**config.mk**
```make
export PLATFORM = sky130hd
export DESIGN_NAME = median_window_feeder
export DESIGN_NICKNAME = d
export VERILOG_FILES = /design/src/rtl/median_pkg.sv /design/src/rtl/window_shift_reg.sv /design/src/rtl/median_window_feeder.sv
export SDC_FILE = /design/constraint.sdc
export NUM_CORES = 1
export LEC_CHECK = 0
export CAP_MARGIN = 25
export CORE_UTILIZATION = 53
export CTS_CLUSTER_DIAMETER = 40
export CTS_CLUSTER_SIZE = 8
export DETAILED_ROUTE_END_ITERATION = 8
export GPL_TIMING_DRIVEN = 0
export PLACE_DENSITY_LB_ADDON = 0.2
export RECOVER_POWER = 100
export SYNTH_ARGS = -nofsm -noshare
export SYNTH_HDL_FRONTEND = slang
export SYNTH_HIERARCHICAL = 1
export SYNTH_SLANG_ARGS = --single-unit
export TNS_END_PERCENT = 20
```
**constraint.sdc**
```tcl
create_clock -name clk -period 1.9 [get_ports clk]
set_input_delay 0.285 -clock clk [delete_from_list [all_inputs] [get_ports clk]]
set_output_delay 0.285 -clock clk [all_outputs]
set_load 0.05 [all_outputs]
```
**src/rtl/median_pkg.sv**
```systemverilog
// Shared definitions for the median-of-5 datapath (feeder and sorter).
package median_pkg;

    localparam int DATA_W = 6;
    localparam int WIN    = 5;

    // Sample count at which the next accepted sample completes a window
    localparam logic [2:0] CNT_FULL = 3'd4;

    typedef logic [DATA_W-1:0] sample_t;

    typedef enum logic {
        FILL = 1'b0,
        RUN  = 1'b1
    } feed_state_t;

endpackage

```
**src/rtl/window_shift_reg.sv**
```systemverilog
// WIN-deep shift register of samples. Index 0 holds the oldest sample.
// When en is high, the newest sample enters at index WIN-1.
module window_shift_reg
    import median_pkg::*;
(
    input  logic                clk,
    input  logic                rst,
    input  logic                en,
    input  logic [DATA_W-1:0]   din,
    output sample_t [WIN-1:0]   sr_q
);

    sample_t [WIN-1:0] sr_r;

    // Shift toward index 0 on each enabled cycle
    always_ff @(posedge clk or posedge rst) begin
        if (rst) begin
            sr_r <= '0;
        end else if (en) begin
            for (int i = 0; i < WIN - 1; i++) begin
                sr_r[i] <= sr_r[i+1];
            end
            sr_r[WIN-1] <= din;
        end
    end

    assign sr_q = sr_r;

endmodule

```
**src/rtl/median_window_feeder.sv**
```systemverilog
// Sliding-window feeder for the median-of-5 sorter. Collects WIN samples per
// frame, then emits one registered window per accepted sample. Windows never
// span frame boundaries; a frame shorter than WIN raises short_err.
module median_window_feeder
    import median_pkg::*;
(
    input  logic                clk,
    input  logic                rst,
    input  logic                in_valid,
    input  logic [DATA_W-1:0]   in_data,
    input  logic                in_last,
    output logic                in_ready,
    output logic                win_valid,
    input  logic                win_ready,
    output logic [DATA_W-1:0]   win_num0,
    output logic [DATA_W-1:0]   win_num1,
    output logic [DATA_W-1:0]   win_num2,
    output logic [DATA_W-1:0]   win_num3,
    output logic [DATA_W-1:0]   win_num4,
    output logic                win_last,
    output logic                short_err
);

    feed_state_t        state_r;
    feed_state_t        state_next_s;
    logic [2:0]         cnt_r;
    logic [2:0]         cnt_next_s;
    logic               accept_s;
    logic               load_s;
    logic               load_last_s;
    logic               short_next_s;
    sample_t [WIN-1:0]  sr_s;
    sample_t [WIN-1:0]  window_s;
    sample_t [WIN-1:0]  win_num_r;
    logic               win_valid_r;
    logic               win_last_r;
    logic               short_err_r;

    // The only backpressure is an unconsumed window
    assign in_ready = !win_valid_r || win_ready;
    assign accept_s = in_valid && in_ready;

    window_shift_reg u_sr (
        .clk  (clk),
        .rst  (rst),
        .en   (accept_s),
        .din  (in_data),
        .sr_q (sr_s)
    );

    // Candidate window: the four newest held samples plus the incoming one
    always_comb begin
        for (int i = 0; i < WIN - 1; i++) begin
            window_s[i] = sr_s[i+1];
        end
        window_s[WIN-1] = in_data;
    end

    // Next-state, sample counter and window-load decisions
    always_comb begin
        state_next_s = state_r;
        cnt_next_s   = cnt_r;
        load_s       = 1'b0;
        load_last_s  = 1'b0;
        short_next_s = 1'b0;
        case (state_r)
            FILL: begin
                if (accept_s) begin
                    if (cnt_r == CNT_FULL) begin
                        load_s       = 1'b1;
                        load_last_s  = in_last;
                        cnt_next_s   = 3'd0;
                        state_next_s = in_last ? FILL : RUN;
                    end else if (in_last) begin
                        short_next_s = 1'b1;
                        cnt_next_s   = 3'd0;
                    end else begin
                        cnt_next_s   = cnt_r + 3'd1;
                    end
                end else begin
                    state_next_s = FILL;
                end
            end
            RUN: begin
                if (accept_s) begin
                    load_s      = 1'b1;
                    load_last_s = in_last;
                    if (in_last) begin
                        state_next_s = FILL;
                        cnt_next_s   = 3'd0;
                    end else begin
                        state_next_s = RUN;
                    end
                end else begin
                    state_next_s = RUN;
                end
            end
            default: begin
                state_next_s = FILL;
                cnt_next_s   = 3'd0;
            end
        endcase
    end

    // State and counter registers
    always_ff @(posedge clk or posedge rst) begin
        if (rst) begin
            state_r <= FILL;
            cnt_r   <= 3'd0;
        end else begin
            state_r <= state_next_s;
            cnt_r   <= cnt_next_s;
        end
    end

    // Output window registers: load wins over retire so throughput stays full
    always_ff @(posedge clk or posedge rst) begin
        if (rst) begin
            win_num_r   <= '0;
            win_valid_r <= 1'b0;
            win_last_r  <= 1'b0;
        end else if (load_s) begin
            win_num_r   <= window_s;
            win_valid_r <= 1'b1;
            win_last_r  <= load_last_s;
        end else if (win_valid_r && win_ready) begin
            win_valid_r <= 1'b0;
            win_last_r  <= 1'b0;
        end
    end

    // Short-frame error pulse, one cycle after the offending last sample
    always_ff @(posedge clk or posedge rst) begin
        if (rst) begin
            short_err_r <= 1'b0;
        end else begin
            short_err_r <= short_next_s;
        end
    end

    assign win_valid = win_valid_r;
    assign win_last  = win_last_r;
    assign short_err = short_err_r;
    assign win_num0  = win_num_r[0];
    assign win_num1  = win_num_r[1];
    assign win_num2  = win_num_r[2];
    assign win_num3  = win_num_r[3];
    assign win_num4  = win_num_r[4];

endmodule

```
## After elaboration in Yosys (flattened, before gate mapping)

Cells that the tools add are included.

| word-level totals | value |
|---|---|
| logic and storage cells | 52 |
| input bits | 11 |
| output and inout bits | 34 |
| register bits | 61 |

| cells by class | value |
|---|---|
| muxes and demuxes | 26 |
| bitwise operators | 1 |
| eq/ne operators | 4 |
| reduce and logical (&&, ||, !) cells | 6 |
| $add $sub $neg | 1 |

Operators by type and width:

| cell | count |
|---|---|
| $mux 1 | 17 |
| $mux 3 | 5 |
| $pmux 1 s2 | 3 |
| $pmux 3 s2 | 1 |
| $ne 2x2->1 const B | 2 |
| $add 3x1->3 const B | 1 |
| $eq 3x3->1 const B | 1 |
| $reduce_and 3->1 | 1 |
| $logic_and 1x1->1 | 2 |
| $ne 2x1->1 const B | 1 |
| $reduce_bool 2->1 | 1 |
| $logic_not 1->1 | 1 |
| $logic_or 1x1->1 | 1 |
| $not 1->1 | 1 |

## Depth between registers and ports, before layout

Gate-level depths: netlist (run 1).

| depth | value |
|---|---|
| depth in word-level cells | 6 |
| depth in mapped cells | 6 |
| depth with buffers taken out | 5 |

## Cells and area by module

The synthesis (run 1) kept the hierarchy.

By module, submodules not included:

| module | times used | area an instance (um2) | cells each | seq. area each (um2) |
|---|---|---|---|---|
| median_window_feeder | 1 | 1609.0 | 98 | 925.9 |
| window_shift_reg | 1 | 1238.7 | 64 | 750.7 |

## Worst setup path after synthesis (run 1)

OpenSTA, ideal clock, no wires.

| timing path | value |
|---|---|
| path kind | register to register |
| from | register win_valid_r, in the netlist win_valid |
| to | register u_sr/sr_q[0] (netlist name) |
| data required time | 1.775 ns |
| cell stages (with the launch flop) | 7 |
| buffers on the path | 3 |
| setup time | 0.125 ns |
| period minus slack after synthesis | 2.095 ns |
| arrival time | 1.969 ns |
| path slack | -0.195 ns |
| cells stage by stage | dfrtp_1 > nand2b_1 > buf_2 > and2_1 > clkbuf_1 > buf_6 > mux2_4 |

RTL lines:

| what | RTL line | source |
|---|---|---|
| start, declared | median_window_feeder.sv:35 | `logic win_valid_r;` |
| start signal, assigned | median_window_feeder.sv:120 | `win_valid_r <= 1'b0;` |
| start signal, assigned | median_window_feeder.sv:124 | `win_valid_r <= 1'b1;` |
| start signal, assigned | median_window_feeder.sv:127 | `win_valid_r <= 1'b0;` |

## Final worst setup path (run 1)

| timing path | value |
|---|---|
| from | input win_ready |
| to | output in_ready |

| on the way | value |
|---|---|
| longest elaborated chain between the ends | 1 |

Ends and longest elaborated chain:

| what | RTL line | source |
|---|---|---|
| start, declared | median_window_feeder.sv:14 | `input logic win_ready,` |
| $logic_or 1x1->1 | median_window_feeder.sv:40 | `assign in_ready = !win_valid_r \|\| win_ready;` |
| end, declared | median_window_feeder.sv:12 | `output logic in_ready,` |

Every way passes these cells.

==> reports/results.ini, run 1 <==
[clock_tree]
root_buffer=clkbuf_8
clk_path_buf_depth=2
clkTransAtPathRegs_ns=0.06
htreeDepth=3
cts_buffers=9
cts_tree=yes
holdBufCountCts=0
post-cts-setup-buffer-count=0
cts_sinks=61
clk_latency_ns=0.33

[timing]
finClkSkew_ns=0.007705
setup_viol=0
rsz0062_at_grt=no
final.setup.tns_ns=0
drv_slew=0
fin_crit_sh=0.9657
finalHoldViolCount=0
fin_crit_ns=1.835
worst_pin_slew_ns=0.9008
max_freq_ghz=0.5450
slew_headroom=0.3988

[run]
max_cap_violations=0

[grt]
met2_usage=0.2887
grtUsageMet3=0.06250
grt_pass1_vias=1518
top_usage_layer=met2
grt_max_degree=25
grt_overflow=0
antenna_found_initial=0
gr-usage-met1=0.2697
groute.usage.overall=0.1955
grt_first_pass_wirelength_mm=7.493

[critical_path]
critPathCaptureType=output pin
critical_path_class=input port to output pin
crit_chain=clkdlybuf4s50_1 > nand2b_1 > buf_4 > dlygate4sd2_1
worst-path-buf-inv=3
worstPathArrival_ns=1.55
worst_path_max_delay_cell=dlygate4sd2_1
crit_required_ns=1.62
start_kind=input port
critPathMaxFanout=8
cpPeakStageDelay_ns=0.53
path_delay_family=buffers and inverters

[pwr]
power_leakage_nw=1.540
p_per_area_nw_per_um2=1955
fin_total_pwr_mw=6.344
max-vdd-ir-drop_uv=1163

[placed_design]
io_buffers=44
gp_congestion=0.6804
dp_hpwl_mm=3.025
dpl.cell_count=262
placed_cell_area_um2=3163

[synthesis]
syn-cell-area_um2=2608
synthCells=150
syn_avg_cell_area_um2=17.38
synth_nets=163
synth_warnings=6

[route]
dr.pass1.iters=4
first_iter_violations=58
via_count=1442
postRouteAntennaNets=0
vias_per_cell=5.206
routed_wl_mm=4.376
drc_errors=0
wl_per_cell_um=15.80

[cells_and_area]
drive_gt1_frac=0.3048
fin_area_um2=3244
n_antenna_cell=0
syn_to_final_growth_pct=24.42
nets=218
final_cells=277
fin_util=0.6869

[floorplan]
initial_utilization=0.5521
die_w_um=72.14
die_area_um2=5204
placementRows=25
io_pins=45
fp.dieH_um=72.14
core_area_um2=4723

[outcome]
outcome=completed

[min_path]
hp-class=input port to async pin

repair_timing:
item | CTS | global route
pin swaps | 0 | 0
endpoints found under the setup margin | 1 | 17
gates resized for setup | 1 | 0
per-stage QoR:
stage	hold WS, ns	setup slack, ns
floorplan	0.2996	0.02020
global placement	0.4945	-0.2159
detailed placement	0.4928	-0.2672
CTS	0.3971	0.05725
global route	0.5121	0.01734
finish	0.4784	0.06523
power by group:
group / leakage [nW] / switching (mW) / internal, mW
Combinational: 0.706 / 1.71 / 1.31
Sequential: 0.738 / 0.355 / 1.86
Clock: 0.0964 / 0.469 / 0.638
Total: 1.54 / 2.54 / 3.81
per-layer routing:
metal	wire [µm]	part of all wire	vias up
met1	2079	0.48	753
met2	2065	0.47	38
li1	-	-	641
met4	76	0.017	0
met5	0	0	-
met3	154	0.035	10
layout by cell type, fill, tap and decap left out:
cell type,n
nand2b_1,2
clkbuf_2,3
mux2_1,16
and2_1,1
buf_4,3
dfrtp_1,60
clkbuf_8,10
nand3_1,1
o21bai_1,1
a41oi_1,1
nor3b_1,1
clkinvlp_4,1
buf_6,1
dlygate4sd3_1,7
mux2_4,37
clkdlybuf4s50_1,36
clkbuf_1,2
nand2_1,1
a31o_2,1
nand3b_4,1
clkinv_2,2
dlygate4sd2_1,1
clkbuf_4,1
o22ai_1,1
and3_1,1
a32o_1,1
inv_1,5
dfrtp_2,1
bufinv_16,1
a32oi_1,1
mux2_2,2
a21oi_1,2
ha_1,2
a211oi_1,1
a31oi_1,1
a21boi_0,1
final timing paths:
check,start,end,slack (ns),cells past startpoint
worst max register to register,cnt_r[0]$_DFFE_PP0P_,win_num0[3]$_DFFE_PP0P_,0.12,6
max in group asynchronous,rst,win_valid$_DFFE_PP0P_,0.40,3
worst max-delay path,win_ready,in_ready,0.07,4
worst min register to register,win_num2[4]$_DFFE_PP0P_,win_num2[4]$_DFFE_PP0P_,0.50,1
min in group clk,win_num2[4]$_DFFE_PP0P_,win_num2[4]$_DFFE_PP0P_,0.50,1
worst min-delay path,rst,win_num0[0]$_DFFE_PP0P_,0.48,2
flip-flops by register name, summed over array words and instances (netlist names), 3 cells and up:
register,count
win_num4,6
cnt_r,3
u_sr/sr_q,24
win_num2,6
win_num3,6
win_num1,6
win_num0,6
area by class of cell:
type	instances	area (µm²)
fill	346	1479
buffer	7	51.30
timing repair buffer	45	444.2
clock inverter	4	47.55
tap	67	83.83
multi-input combinational	76	925.9
inverter	5	18.77
clock buffer	12	145.1
sequential	61	1528
Power figures use the tool's default switching activity.
==> inputs of run 2 (changes only) <==
--- a/config.mk
+++ b/config.mk
@@ -10,9 +10,10 @@
 export CTS_CLUSTER_DIAMETER = 40
 export CTS_CLUSTER_SIZE = 8
 export DETAILED_ROUTE_END_ITERATION = 8
+export GPL_ROUTABILITY_DRIVEN = 0
 export GPL_TIMING_DRIVEN = 0
 export PLACE_DENSITY_LB_ADDON = 0.2
-export RECOVER_POWER = 100
+export RECOVER_POWER = 25
 export SYNTH_ARGS = -nofsm -noshare
 export SYNTH_HDL_FRONTEND = slang
 export SYNTH_HIERARCHICAL = 1
==> reports/results.ini, run 2 (synthesis gave the netlist of run 1 again) <==
[placed_design]
dp_hpwl_mm=3.025
io_buffers=44
placed_cell_area_um2=3163

[grt]
grt_pass1_vias=1518
antenna_found_initial=0
groute.usage.overall=0.1955
grt_overflow=0
grt_first_pass_wirelength_mm=7.493
grt_max_degree=25

[timing]
worst_pin_slew_ns=0.9004
finalHoldViolCount=0
rsz0062_at_grt=no
fin_crit_ns=1.835
slew_headroom=0.3991
fin_crit_sh=0.9657
drv_slew=0
finClkSkew_ns=0.008285
max_freq_ghz=0.5450
setup_viol=0
whs_ns=0.4769

[route]
first_iter_violations=54
via_count=1446
dr.pass1.iters=4
postRouteAntennaNets=0
routed_wl_mm=4.382
wl_per_cell_um=15.82
vias_per_cell=5.220
drc_errors=0

[critical_path]
start_kind=input port
r2r_cells=6
critPathMaxFanout=8
critical_path_class=input port to output pin
timing.rr.start=cnt_r[0]$_DFFE_PP0P_
critPathCaptureType=output pin
reg2reg_slack_ns=0.17
worstPathArrival_ns=1.55
r2r_end=win_num3[5]$_DFFE_PP0P_
crit_required_ns=1.62

[pwr]
pwr-share-comb=0.489
p_per_area_nw_per_um2=1964
power_leakage_nw=1.614
max-vdd-ir-drop_uv=1217
fin_total_pwr_mw=6.538
p_int_mw=3.974
swShare=0.3922
p_clk_frac=0.169
p_seq_frac=0.341
p_sw_mw=2.564

[clock_tree]
cts_sinks=61
clk_path_buf_depth=2
cts_tree=yes
cts_buffers=9
htreeDepth=3
clkTransAtPathRegs_ns=0.07
clk_latency_ns=0.33
holdBufCountCts=0
post-cts-setup-buffer-count=0
root_buffer=clkbuf_8

[cells_and_area]
nets=218
largest_reg_flops=24
fin_util=0.7046
layout_common_cells=dfrtp_1, mux2_4, clkdlybuf4s50_1
drive_gt1_frac=0.3810
fin_area_um2=3328
syn_to_final_growth_pct=27.64
layout_commonest_cell=dfrtp_1
n_antenna_cell=0

[floorplan]
initial_utilization=0.5521
die_w_um=72.14
die_area_um2=5204
fp.dieH_um=72.14
io_pins=45
core_area_um2=4723
placementRows=25

[outcome]
outcome=completed

[min_path]
hp-class=input port to async pin

[run]
max_cap_violations=0

-- run 2: cell type report --
| class | instances | area, µm² |
|---|---|---|
| sequential | 61 | 1528 |
| fill | 323 | 1395 |
| multi-input combinational | 76 | 985.9 |
| timing repair buffer | 45 | 444.2 |
| clock buffer | 12 | 145.1 |
| tap | 67 | 83.83 |
| buffer | 7 | 75.07 |
| clock inverter | 4 | 47.55 |
| inverter | 5 | 18.77 |
-- run 2: worst max-delay path by stage --
stage | cells past startpoint | to | slack, ns | from
final | 4 | in_ready | 0.07 | win_ready
after global routing | 4 | in_ready | 0.02 | win_ready
after CTS | 4 | in_ready | 0.06 | win_ready
after detailed placement | 7 | u_sr/sr_q[27]$_DFFE_PP0P_ | -0.27 | win_ready
after global placement | 7 | u_sr/sr_q[25]$_DFFE_PP0P_ | -0.22 | win_ready
after floorplan | 6 | u_sr/sr_q[12]$_DFFE_PP0P_ | 0.02 | win_valid$_DFFE_PP0P_
-- run 2: through the flow --
stage	std cells	setup TNS, ns	setup WS, ns
2_1_floorplan	150	0	0.02020
5_1_grt	277	0	0.01832
3_3_place_gp	261	-7.311	-0.2159
6_report	277	0	0.06513
3_5_place_dp	262	-6.212	-0.2672
4_1_cts	278	0	0.05725
-- run 2: power by group through the flow --
stage               clock network [mW]  registers (mW)  logic [mW]
floorplan                            0            3.34        1.18
global placement                     0            2.21        3.17
detailed placement                   0            2.25        3.21
CTS                               1.14            2.23        3.23
global route                      1.20            2.30        3.33
finish                            1.11            2.23        3.20
-- run 2: worst max-delay path, stage by stage --
cell and delay, ns:
clkdlybuf4s50_1 0.47, nand2b_1 0.11, buf_4 0.16, dlygate4sd2_1 0.53
-- run 2: repair_timing --
action,in CTS,in global routing
resized for setup,1,0
endpoints found under the setup margin,1,17
endpoints found under the hold margin,0,0
pin swaps,0,0
-- run 2: layer usage --
| layer | share of wire | track usage | wire length, µm |
|---|---|---|---|
| met1 | 0.48 | 0.2697 | 2090 |
| met2 | 0.47 | 0.2887 | 2065 |
| met3 | 0.034 | 0.06250 | 150 |
| met4 | 0.017 | 0.07843 | 76 |
| met5 | 0 | 0 | 0 |
==> inputs of run 3 (changes only) <==
--- a/config.mk
+++ b/config.mk
@@ -14,6 +14,7 @@
 export GPL_TIMING_DRIVEN = 0
 export PLACE_DENSITY_LB_ADDON = 0.2
 export RECOVER_POWER = 25
+export SKIP_CTS_REPAIR_TIMING = 1
 export SYNTH_ARGS = -nofsm -noshare
 export SYNTH_HDL_FRONTEND = slang
 export SYNTH_HIERARCHICAL = 1
==> reports/results.ini, run 3 (synthesis gave the netlist of run 1 again) <==
[clock_tree]
clkTransAtPathRegs_ns=0.07
cts_tree=yes
clk_latency_ns=0.33
clk_path_buf_depth=2
cts_sinks=61
cts_buffers=9
htreeDepth=3
root_buffer=clkbuf_8

[critical_path]
cp-endpoint=win_num3[3]
critPathMaxFanout=2
worstPathArrival_ns=1.52
worst_path_max_delay_cell=clkdlybuf4s50_1
cpPeakStageDelay_ns=0.82
worst-path-buf-inv=1
crit_start=win_num3[3]$_DFFE_PP0P_
timing.rr.start=cnt_r[0]$_DFFE_PP0P_
path_delay_family=buffers and inverters
critPathCaptureType=output pin
r2r_end=win_num4[3]$_DFFE_PP0P_
reg2reg_slack_ns=0.17
crit_required_ns=1.62
crit_chain=clkdlybuf4s50_1
start_kind=register
r2r_cells=6
critical_path_class=register to output pin
crit_cells=1

[cells_and_area]
n_antenna_cell=0
seq_area_um2=1528
multiInputGateArea_um2=985.9
layout_commonest_cell=dfrtp_1
drive_gt1_frac=0.3810
layout_common_cells=dfrtp_1, mux2_4, clkdlybuf4s50_1
nets=218
final_cells=277
syn_to_final_growth_pct=27.78
fin_util=0.7054
fillers=321
largest_reg_flops=24

[route]
postRouteAntennaNets=0
wl_per_cell_um=15.78
first_iter_violations=54
vias_per_cell=5.166
wl_met2_mm=2.067
drc_errors=0
routed_wl_mm=4.370
drt-met1-wl_mm=2.059
dr.pass1.iters=4
dr_wl_met3_um=166
top_layer=met4
via_count=1431

[grt]
antenna_found_initial=0
grt_overflow=0
grt_pass1_vias=1516
groute.usage.overall=0.1952
grt_max_degree=25
grt_first_pass_wirelength_mm=7.479

[timing]
slew_headroom=0.3984
drv_slew=0
setup_viol=0
finClkSkew_ns=0.008552
layout_setup_ws_ns=0.09692
rsz0062_at_grt=no
max_freq_ghz=0.5546
fin_crit_sh=0.9490
worst_pin_slew_ns=0.9014
whs_ns=0.4768
finalHoldViolCount=0
fin_crit_ns=1.803

[pwr]
power_leakage_nw=1.616
p_per_area_nw_per_um2=1962
max-vdd-ir-drop_uv=1213
fin_total_pwr_mw=6.539

[floorplan]
io_pins=45
die_w_um=72.14
die_area_um2=5204
initial_utilization=0.5521
placementRows=25
fp.dieH_um=72.14
core_area_um2=4723

[placed_design]
dpl.cell_count=262
preCtsSetupSlack_ns=-0.2672
io_buffers=44
dp_hpwl_mm=3.025

[run]
max_cap_violations=0

[outcome]
outcome=completed

[min_path]
hp-class=input port to async pin

==> run 3: cell types whose count changed in the layout (fill, tap and decap cells not counted) <==
| cell | delta |
|---|---|
| dlygate4sd2_1 | -1 |
| dlymetal6s2s_1 | +1 |
==> run 3: routing by layer <==
layer  track usage  vias to the layer above
li1              -                      638
met1        0.2697                      744
met2        0.2876                       39
met3       0.06250                       10
met4       0.07843                        0
met5             0                        -
==> run 3: report_power, final <==
group,switching [mW],internal [mW]
logic,1.72,1.48
clock network,0.470,0.638
registers,0.371,1.86
==> run 3: how the worst min path moves through the flow <==
| stage | to | slack, ns | from | cells after the start |
|---|---|---|---|---|
| 4_1_cts | win_num0[1]$_DFFE_PP0P_ | 0.40 | rst | 2 |
| 2_1_floorplan | u_sr/sr_q[10]$_DFFE_PP0P_ | 0.30 | rst | 1 |
| 5_1_grt | win_num0[2]$_DFFE_PP0P_ | 0.51 | rst | 2 |
| 3_5_place_dp | win_num4[0]$_DFFE_PP0P_ | 0.49 | win_num4[0]$_DFFE_PP0P_ | 1 |
| 3_3_place_gp | win_num3[1]$_DFFE_PP0P_ | 0.49 | win_num3[1]$_DFFE_PP0P_ | 1 |
| 6_report | win_num0[0]$_DFFE_PP0P_ | 0.48 | rst | 2 |
==> run 3: per-stage QoR <==
stage	setup TNS, ns	cell area [µm²]
5_1_grt	0	3332
4_1_cts	-0.2169	3356
3_3_place_gp	-7.311	3136
3_5_place_dp	-6.212	3163
6_report	0	3332
2_1_floorplan	0	2611
==> run 3: cell type report <==
| class | count | share of cell area |
|---|---|---|
| sequential | 61 | 0.4585 |
| multi-input combinational | 76 | 0.2959 |
| timing repair buffer | 45 | 0.1344 |
| clock buffer | 12 | 0.04356 |
| tap | 67 | 0.02516 |
| buffer | 7 | 0.02253 |
| clock inverter | 4 | 0.01427 |
| inverter | 5 | 0.005633 |
